===== src/rtl/imem_loader.sv =====
// Boot loader: turns a framed little-endian byte stream into 32-bit instruction
// memory writes and releases the processor once the payload checksum verifies.
module imem_loader #(
  parameter int AWIDTH    = 32,
  parameter int DWIDTH    = 32,
  parameter int MAX_WORDS = 2**24
) (
  input  logic              clk,
  input  logic              rst,
  input  logic              start,
  input  logic              in_valid,
  input  logic [7:0]        in_data,
  output logic              in_ready,
  output logic              mem_we,
  output logic [AWIDTH-1:0] mem_addr,
  output logic [DWIDTH-1:0] mem_wdata,
  output logic              busy,
  output logic              done,
  output logic              error,
  output logic              cpu_hold,
  output logic [2:0]        state_dbg
);

  localparam logic [2:0] S_IDLE  = 3'd0;
  localparam logic [2:0] S_HDR   = 3'd1;
  localparam logic [2:0] S_LOAD  = 3'd2;
  localparam logic [2:0] S_CSUM  = 3'd3;
  localparam logic [2:0] S_DONE  = 3'd4;
  localparam logic [2:0] S_ERROR = 3'd5;

  localparam logic [31:0] MAX_N = MAX_WORDS;

  logic [2:0]  state;
  logic [2:0]  state_nxt;
  logic [31:0] count;    // header word count N
  logic [31:0] k;        // words written so far
  logic [1:0]  lane;     // byte position within the current header/word
  logic [7:0]  sum;
  logic [23:0] word_lo;  // lanes 0..2 of the word being assembled
  logic [31:0] hdr_full;
  logic        accept;
  logic        last_lane;
  logic        hdr_bad;

  // Handshake: a byte transfers on every rising edge where in_valid && in_ready.
  // in_ready is registered and depends only on the state, so the producer may
  // hold in_valid/in_data for any number of cycles; nothing is consumed while
  // in_ready is low.
  assign accept    = in_valid && in_ready;
  assign last_lane = (lane == 2'd3);
  assign hdr_full  = {in_data, count[31:8]};
  assign hdr_bad   = (hdr_full == 32'd0) || (hdr_full > MAX_N);
  assign state_dbg = state;

  always_comb begin
    state_nxt = state;
    case (state)
      S_IDLE, S_DONE, S_ERROR: begin
        if (start) state_nxt = S_HDR;
      end
      S_HDR: begin
        if (accept && last_lane) state_nxt = hdr_bad ? S_ERROR : S_LOAD;
      end
      S_LOAD: begin
        if (accept && last_lane && (k == count - 32'd1)) state_nxt = S_CSUM;
      end
      S_CSUM: begin
        if (accept) state_nxt = (in_data == sum) ? S_DONE : S_ERROR;
      end
      default: state_nxt = S_IDLE;
    endcase
  end

  // Status outputs are registered from the next state so they change on the
  // same edge as the state itself.
  always_ff @(posedge clk) begin
    if (rst) begin
      state     <= S_IDLE;
      in_ready  <= 1'b0;
      mem_we    <= 1'b0;
      mem_addr  <= '0;
      mem_wdata <= '0;
      busy      <= 1'b0;
      done      <= 1'b0;
      error     <= 1'b0;
      cpu_hold  <= 1'b1;
      count     <= '0;
      k         <= '0;
      lane      <= '0;
      sum       <= '0;
      word_lo   <= '0;
    end else begin
      state    <= state_nxt;
      in_ready <= (state_nxt == S_HDR) || (state_nxt == S_LOAD) || (state_nxt == S_CSUM);
      busy     <= (state_nxt == S_HDR) || (state_nxt == S_LOAD) || (state_nxt == S_CSUM);
      done     <= (state_nxt == S_DONE);
      error    <= (state_nxt == S_ERROR);
      cpu_hold <= (state_nxt != S_DONE);
      mem_we   <= 1'b0;

      case (state)
        S_IDLE, S_DONE, S_ERROR: begin
          if (start) begin
            count <= '0;
            k     <= '0;
            lane  <= '0;
            sum   <= '0;
          end
        end
        S_HDR: begin
          if (accept) begin
            count <= hdr_full;
            lane  <= lane + 2'd1;
            if (last_lane) begin
              k   <= '0;
              sum <= '0;
            end
          end
        end
        S_LOAD: begin
          if (accept) begin
            sum     <= sum + in_data;
            lane    <= lane + 2'd1;
            word_lo <= {in_data, word_lo[23:8]};
            if (last_lane) begin
              mem_we    <= 1'b1;
              mem_addr  <= AWIDTH'(k << 2);
              mem_wdata <= DWIDTH'({in_data, word_lo});
              k         <= k + 32'd1;
            end
          end
        end
        default: begin
        end
      endcase
    end
  end

endmodule


===== config.mk =====
export PLATFORM = sky130hd
export DESIGN_NAME = imem_loader
export DESIGN_NICKNAME = d
export VERILOG_FILES = /design/src/rtl/imem_loader.sv
export SDC_FILE = /design/constraint.sdc
export NUM_CORES = 1
export LEC_CHECK = 0
export ABC_CLOCK_PERIOD_IN_PS = 5100
export BUFFER_PORTS_ARGS = -buffer_cell sky130_fd_sc_hd__buf_2
export CORE_MARGIN = 5
export CORE_UTILIZATION = 62
export CTS_BUF_LIST = sky130_fd_sc_hd__clkbuf_8
export DETAILED_ROUTE_END_ITERATION = 10
export GPL_TIMING_DRIVEN = 0
export HOLD_SLACK_MARGIN = 0.1
export PLACE_DENSITY_LB_ADDON = 0.15
export SLEW_MARGIN = 0
export SYNTH_ARGS = -nofsm -noshare
export SYNTH_HDL_FRONTEND = slang
export SYNTH_SLANG_ARGS = --single-unit

===== constraint.sdc =====
create_clock -name clk -period 5.1 [get_ports clk]
set_clock_uncertainty 0.1 [all_clocks]
set_input_delay 1.02 -clock clk [delete_from_list [all_inputs] [get_ports clk]]
set_output_delay 1.02 -clock clk [all_outputs]
set_load 0.005 [all_outputs]

After elaboration in Yosys (flattened, before gate mapping):

Index checks and enable logic that the tools add are counted.

* input port bits: 12
* logic and storage cells: 84
* register bits: 168

* $add $sub $neg: 4
* bitwise operators: 2
* $lt $le $gt $ge: 1
* reductions and logical operators: 20
* mux-type cells: 24
* equal/unequal tests: 20

Operators with widths (count)
* $mux 32: 6
* $pmux 32 s3: 1
* $pmux 32 s2: 1
* $add 32x1->32 const B: 1
* $eq 32x32->1: 1
* $gt 32x25->1 const B: 1
* $logic_not 32->1: 1
* $mux 8: 4
* $sub 32x1->32 const B: 1
* $pmux 8 s3: 1
* $mux 3: 5
* $eq 3x2->1 const B: 4
* $eq 3x3->1 const B: 4
* $pmux 3 s4: 1
* $ne 2x2->1 const B: 5
* $reduce_and 3->1: 3
* $add 8x8->8: 1
* $eq 8x8->1: 1
* $eq 3x1->1 const B: 2
* $reduce_and 6->1: 1
* $reduce_or 3->1: 2
* $reduce_and 5->1: 1
* $mux 2: 2
* $pmux 2 s2: 1
* other kinds (13): 20

Longest topological paths before layout:

Gate-level depths: netlist (run 1).

* depth in word-level cells: 8
* depth in mapped cells: 10
* depth with buffers taken out: 9

Worst setup path before layout (run 1):

No wires, ideal clock.

* path kind: input to register
* start point: input port in_valid
* end point: register k[30]
* stages: 9
* required time: 4872 ps
* path slack: 2116 ps
* setup time: 128 ps
* arrival time: 2757 ps
* path buffers: 2
* cell sequence: and3b_1 clkbuf_1 a32oi_1 o22ai_1 nand4_1 clkbuf_1 nor4_1 xnor2_1 nor2_1

* longest elaborated chain between the ends: 3

RTL lines
* start: declaration: line 11 `input logic in_valid,`
* $logic_and 1x1->1 (*): line 49 `assign accept = in_valid && in_ready;`
* $ne 2x2->1 (no line)
* $reduce_and 6->1 (no line) (*)
* end signal: assignment: line 129 `k <= k + 32'd1;`
* end: declaration: line 36 `logic [31:0] k;`

Every way passes the cells marked *; elsewhere a longest branch is shown, timed or not.
A chain may end at the register's enable or synchronous reset.

Final worst setup path (run 1):

* start point: input port in_valid
* end point: register mem_wdata[30]

* longest elaborated chain between the ends: 2

RTL lines
* $logic_and 1x1->1: line 49
* $reduce_and 3->1 (no line)
* end signal: assignment: line 128 `mem_wdata <= DWIDTH'({in_data, word_lo});`
* end: declaration: line 16 `output logic [DWIDTH-1:0] mem_wdata,`

Every way passes these cells.

==> results of run 1 <==
[layer usage]
metal	wire (um)	global-route usage
met1	9199	0.4050
met2	8735	0.4149
met3	1959	0.06082
met4	444	0.09174
met5	0	0
[tightest hold or removal path: cells and delay by family (launching register included)]
family | cells | cell delay, ns
AO/OA/AOI/OAI | 1 | 0.05
flip-flops | 1 | 0.31
AND/OR/NAND/NOR | 1 | 0.05
[through the flow]
| step | total power, mW | hold WS, ns |
|---|---|---|
| after floorplan | 1.415 | 0.3321 |
| after global placement | 1.451 | 0.3399 |
| after detailed placement | 1.451 | 0.3439 |
| after CTS | 2.375 | 0.3559 |
| after global routing | 2.448 | 0.3694 |
| final | 2.365 | 0.3505 |
[flip-flops by register name, summed over array words and instances (netlist names)]
name and count:
count 32, k 32, mem_wdata 32, mem_addr 30
word_lo 24, sum 8, state_dbg 3, lane 2
busy 1, cpu_hold 1, done 1, error 1
mem_we 1
[layout make-up]
class                           count  share of cell area
Timing Repair Buffer               80             0.04586
Clock inverter                     11             0.01276
Clock buffer                       21             0.03311
Tap cell                          168             0.02408
Inverter                           15            0.006450
Sequential cell                   168              0.3853
Multi-Input combinational cell    713              0.4582
Buffer                             76             0.03426
[placed cells by master, fill, tap and decap left out, types with 11 or more instances in the layout]
cell and n:
a21oi_1 102, a22oi_1 41, buf_2 81, clkbuf_1 70, clkbuf_8 21, dfxtp_1 168
inv_1 15, nand2_1 200, nand3_1 15, nand4_1 16, nor2_1 87, nor3_1 23
nor4_1 20, o21ai_0 11, xnor2_1 45, xor2_1 29
[power by group]
| group | switching [mW] | internal, mW |
|---|---|---|
| clock network | 0.497 | 0.445 |
| logic | 0.0749 | 0.0306 |
| registers | 0.00389 | 1.31 |
[worst min-delay path by stage]
stage | slack (ns) | from | endpoint | cells after the start
finish | 0.35 | mem_addr[17]$_SDFFE_PP0P_ | mem_addr[17]$_SDFFE_PP0P_ | 2
detailed placement | 0.34 | mem_wdata[23]$_SDFFE_PP0P_ | mem_wdata[23]$_SDFFE_PP0P_ | 2
floorplan | 0.33 | word_lo[0]$_SDFFE_PP0P_ | mem_wdata[0]$_SDFFE_PP0P_ | 2
global route | 0.37 | mem_addr[4]$_SDFFE_PP0P_ | mem_addr[4]$_SDFFE_PP0P_ | 2
CTS | 0.36 | mem_wdata[23]$_SDFFE_PP0P_ | mem_wdata[23]$_SDFFE_PP0P_ | 2
global placement | 0.34 | mem_addr[19]$_SDFFE_PP0P_ | mem_addr[19]$_SDFFE_PP0P_ | 2
[cell families after synthesis]
logic type / Yosys count / share of synthesized area
AOI/OAI and AO/OA: 195 / 0.1559
xor gates and xnor gates: 74 / 0.08401
adders and majority gates: 11 / 0.01881
buffers and inverters: 91 / 0.04606
DFF: 168 / 0.4359
muxes: 4 / 0.005352
other: 1 / 0.0004861
and+or+nand+nor: 427 / 0.2535
==> impl_metrics.env, run 1 <==
export IMPL_r2r_setup_slack_ns=1.75
export IMPL_synth_top_area_cell="dfxtp_1"
export IMPL_tns_ns=0
export IMPL_synth_edf_count=0
export IMPL_grt_pass1_vias=6412
export IMPL_setup_violations=0
export IMPL_reg2reg_depth=8
export IMPL_cp_slowest_cell="nor3_1"
export IMPL_nNetsFinal=1094
export IMPL_critPathMaxFanout=10
export IMPL_tightest_slew_ns=1.274
export IMPL_final_util=0.7208
export IMPL_die_h_um=121.6
export IMPL_hp_class="flop to flop"
export IMPL_clk_pin_slew_worst_paths_ns=0.09
export IMPL_finalHoldViolCount=0
export IMPL_cp_arrival_ns=3.84
export IMPL_grt_max_degree=17
export IMPL_slew_headroom=0.1439
export IMPL_num_rows=40
export IMPL_antenna_cells=0
export IMPL_drive_gt1_frac=0.1144
export IMPL_min_period_ns=3.548
export IMPL_power_leakage_nw=3.265
export IMPL_overflow=0
export IMPL_wl_per_cell_um=16.25
export IMPL_r2r_start="state_dbg[2]$_SDFF_PP0_"
export IMPL_drcViolationCount=0
export IMPL_path_class="input pin to flop"
export IMPL_drt_iter0_markers=886
export IMPL_antenna_left=0
export IMPL_h_tree_depth=4
export IMPL_place_inst=1220
export IMPL_ys_seq_area_frac=0.4359
export IMPL_cp_required_ns=5.39
export IMPL_ys_types=57
export IMPL_avgViaCountPerCell=5.788
export IMPL_cts_resized=0
export IMPL_design_die_area_um2=14770
export IMPL_grt_pass1_wl_um=32920
export IMPL_register_area_um2=3363
export IMPL_core_um2=12110
export IMPL_drt_total_wl_um=20340
export IMPL_dr_total_vias=7247
export IMPL_syn_avg_cell_area_um2=7.945
export IMPL_yosysWarningCount=0
export IMPL_slew_viol_final=0
export IMPL_start_kind="input pin"
export IMPL_clockRootBuffer="clkbuf_8"
export IMPL_netlist_area_leader_share=0.4359
export IMPL_place_area_um2=8329
export IMPL_fmax_ghz=0.2819
export IMPL_rsz0062_at_grt="false"
export IMPL_synth_main_ff_cell="dfxtp_1"
export IMPL_synth_seq_cells=168
export IMPL_antenna_found_initial=0
export IMPL_routabilityCongestion=0.9461
export IMPL_timing_final_crit_share=0.6957
export IMPL_syn_inst=971
export IMPL_cts_setup_buffers=0
export IMPL_crit_path_start="in_valid"
export IMPL_syn_area_um2=7715
export IMPL_syn_to_final_growth_pct=13.15
export IMPL_path_depth=9
export IMPL_endpoint="mem_wdata[30]$_SDFFE_PP0P_"
export IMPL_status="complete, no violations"
export IMPL_pin_count=85
export IMPL_drtPass1Iterations=6
export IMPL_crit_chain="buf_2 -> and3b_1 -> clkbuf_1 -> a32oi_1 -> o22a_1 -> nor3_1 -> clkbuf_1 -> nand2_1 -> a21oi_1"
export IMPL_peakVddDrop_uv=179.7
export IMPL_multi_input_area_um2=4000
export IMPL_crit_family="simple AND/OR/NAND/NOR gates"
export IMPL_yosysMostFrequentCell="nand2_1"
export IMPL_worst_slack_ns=1.552
export IMPL_die_x_um=121.6
export IMPL_io_buffers=80
export IMPL_cp_slowest_stage_delay_ns=1.03
export IMPL_powerDensity_nw_per_um2=270.9
export IMPL_synthArstFlopShare=0
export IMPL_cts_sinks=168
export IMPL_grt_usage=0.2794
export IMPL_timing_rr_end="mem_wdata[30]$_SDFFE_PP0P_"
export IMPL_cts_hold_buffers=0
export IMPL_cp_common_cell="clkbuf_1"
export IMPL_ys_top_cells_by_count="nand2_1 (200), dfxtp_1 (168), a21oi_1 (102)"
export IMPL_yosys_top_cells_area="dfxtp_1 (44%), nand2_1 (9.7%), a21oi_1 (6.6%)"
export IMPL_dp_slack_ns=1.151
export IMPL_end_kind="flop"
export IMPL_clockBufferDepth=2
export IMPL_initial_utilization=0.6370
export IMPL_place_hpwl_um=14630
export IMPL_finalNonFillerCells=1252
export IMPL_final_cell_area_um2=8730
export IMPL_max_cap_violations=0
export IMPL_crit_buf_inv=3
export IMPL_tritoncts="built"
export IMPL_worstSkewPairLatency_ns=0.46
export IMPL_numCtsBuffers=17
export IMPL_n_fill_cell=1032
(Power assumes the default switching activity.)
==> run 2, diff against run 1 <==
- ABC_CLOCK_PERIOD_IN_PS: 5100 -> 3600
- CORE_UTILIZATION: 62 -> 61
- clock period: 5.1 -> 3.6 ns (I/O delays scaled with it)
==> run 2 against run 1 <==
Worst setup slack lost 1.4 ns; combinational power grew 42%; sequential power grew 42%; design area grew 0.49%.
==> impl_metrics.env, run 2 (synthesized netlist as in run 1, its figures left out) <==
export IMPL_timing_final_crit_share=0.9473
export IMPL_cp_common_cell="clkbuf_1"
export IMPL_start_kind="flop"
export IMPL_busiest_layer="met2"
export IMPL_powerDensity_nw_per_um2=397.8
export IMPL_reg2reg_depth=8
export IMPL_place_area_um2=8334
export IMPL_final_cell_mix="nand2_1 (200), dfxtp_1 (168), a21oi_1 (102), nor2_1 (87), buf_2 (81)"
export IMPL_drt_iter0_markers=882
export IMPL_min_period_ns=3.410
export IMPL_hold_depth=2
export IMPL_cts_sinks=168
export IMPL_final_cell_area_um2=8772
export IMPL_dp_slack_ns=-0.08774
export IMPL_cts_resized=0
export IMPL_status="complete, no violations"
export IMPL_reg_largest_list="count x32, k x32, mem_wdata x32"
export IMPL_worst_slack_ns=0.1896
export IMPL_path_class="flop to flop"
export IMPL_drive_gt1_frac=0.1144
export IMPL_use_met3=0.06313
export IMPL_tns_ns=0
export IMPL_place_hpwl_um=14830
export IMPL_tightest_slew_ns=1.330
export IMPL_die_h_um=122.5
export IMPL_cts_hold_buffers=0
export IMPL_grt_pass1_wl_um=32110
export IMPL_pin_count=85
export IMPL_drtPass1Iterations=6
export IMPL_finalHoldViolCount=0
export IMPL_critPathMaxFanout=10
export IMPL_tritoncts="built"
export IMPL_antenna_cells=0
export IMPL_drcViolationCount=0
export IMPL_slew_headroom=0.1068
export IMPL_grt_pass1_vias=6185
export IMPL_numCtsBuffers=17
export IMPL_setup_violations=0
export IMPL_hp_class="flop to flop"
export IMPL_fmax_ghz=0.2932
export IMPL_avgViaCountPerCell=5.740
export IMPL_met1_usage=0.3969
export IMPL_max_cap_violations=0
export IMPL_grt_max_degree=17
export IMPL_nNetsFinal=1094
export IMPL_routabilityCongestion=0.9123
export IMPL_rsz0062_at_grt="false"
export IMPL_worstSkewPairLatency_ns=0.47
export IMPL_end_kind="flop"
export IMPL_io_buffers=80
export IMPL_cp_slowest_stage_delay_ns=1.07
export IMPL_grt_use_met2=0.4040
export IMPL_power_leakage_nw=3.288
export IMPL_drt_total_wl_um=20330
export IMPL_cts_setup_buffers=0
export IMPL_num_rows=41
export IMPL_clk_pin_slew_worst_paths_ns=0.09
export IMPL_final_common_cell="nand2_1"
export IMPL_syn_to_final_growth_pct=13.70
export IMPL_antenna_found_initial=0
export IMPL_wl_per_cell_um=16.18
export IMPL_power_mw=3.490
export IMPL_clockRootBuffer="clkbuf_8"
export IMPL_die_x_um=122.5
export IMPL_slew_viol_final=0
export IMPL_h_tree_depth=4
export IMPL_dr_total_vias=7210
export IMPL_cp_slowest_cell="nor3_1"
export IMPL_overflow=0
export IMPL_cp_arrival_ns=3.71
export IMPL_peakVddDrop_uv=206.7
export IMPL_design_die_area_um2=15000
export IMPL_clockBufferDepth=2
export IMPL_crit_chain="and3b_1 -> clkbuf_1 -> a32oi_1 -> o22a_1 -> nor3_1 -> clkbuf_1 -> nand2_1 -> a21oi_1"
export IMPL_cp_required_ns=3.90
export IMPL_grt_usage=0.2734
export IMPL_core_um2=12520
export IMPL_initial_utilization=0.6164
export IMPL_antenna_left=0
run 2: changes by cell type in the layout (fill, tap and decap cells not counted):
cell / delta
bufinv_16: +2
clkbuf_8: -1
clkinv_2: +1
clkinv_4: -2
clkinvlp_4: -1
inv_8: +1
run 2: final timing paths:
kind,start,to,slack [ns]
worst min-delay path,mem_wdata[1]$_SDFFE_PP0P_,mem_wdata[1]$_SDFFE_PP0P_,0.35
worst max register to register,busy$_SDFF_PP0_,mem_wdata[30]$_SDFFE_PP0P_,0.19
worst min register to register,mem_wdata[1]$_SDFFE_PP0P_,mem_wdata[1]$_SDFFE_PP0P_,0.35
worst max-delay path,busy$_SDFF_PP0_,mem_wdata[30]$_SDFFE_PP0P_,0.19
run 2: cell type report:
cell class / instances / area, um^2
well taps: 172 / 215.2
plain buffers: 76 / 299.0
repair buffers: 80 / 400.4
fillers: 1125 / 3745
inverters: 15 / 56.30
clock buffers: 20 / 275.3
multi-input cells: 713 / 4000
flip-flops and latches: 168 / 3363
clock inverters: 12 / 162.7
run 2: layer usage:
layer / part of all wire / up-vias / wire [um]
met3: 0.089 / 34 / 1804
met5: 0 / - / 0
li1: - / 3562 / -
met1: 0.46 / 3308 / 9416
met2: 0.43 / 306 / 8778
met4: 0.016 / 0 / 326
run 2: worst max-delay path: cells and delay by family, from the launching register on:
kind / cells / cell delay (ns)
AOI/OAI and AO/OA: 3 / 0.61
and+or+nand+nor: 3 / 1.44
buffers and inverters: 2 / 0.74
DFF: 1 / 0.45
run 2: per-stage QoR:
stage	util	cells	hold slack, ns
after floorplan	-	972	0.3321
after global placement	0.6658	1224	0.3400
after detailed placement	0.6658	1224	0.3435
after CTS	0.7008	1256	0.3562
after global routing	0.7008	1256	0.3681
final	0.7008	1256	0.3545
run 2: where the power goes:
| part | switching, mW | total (mW) | internal [mW] | leakage [nW] |
|---|---|---|---|---|
| clock | 0.720 | 1.47 | 0.752 | 0.216 |
| combinational | 0.108 | 0.151 | 0.0435 | 1.72 |
| sequential | 0.00577 | 1.87 | 1.86 | 1.35 |
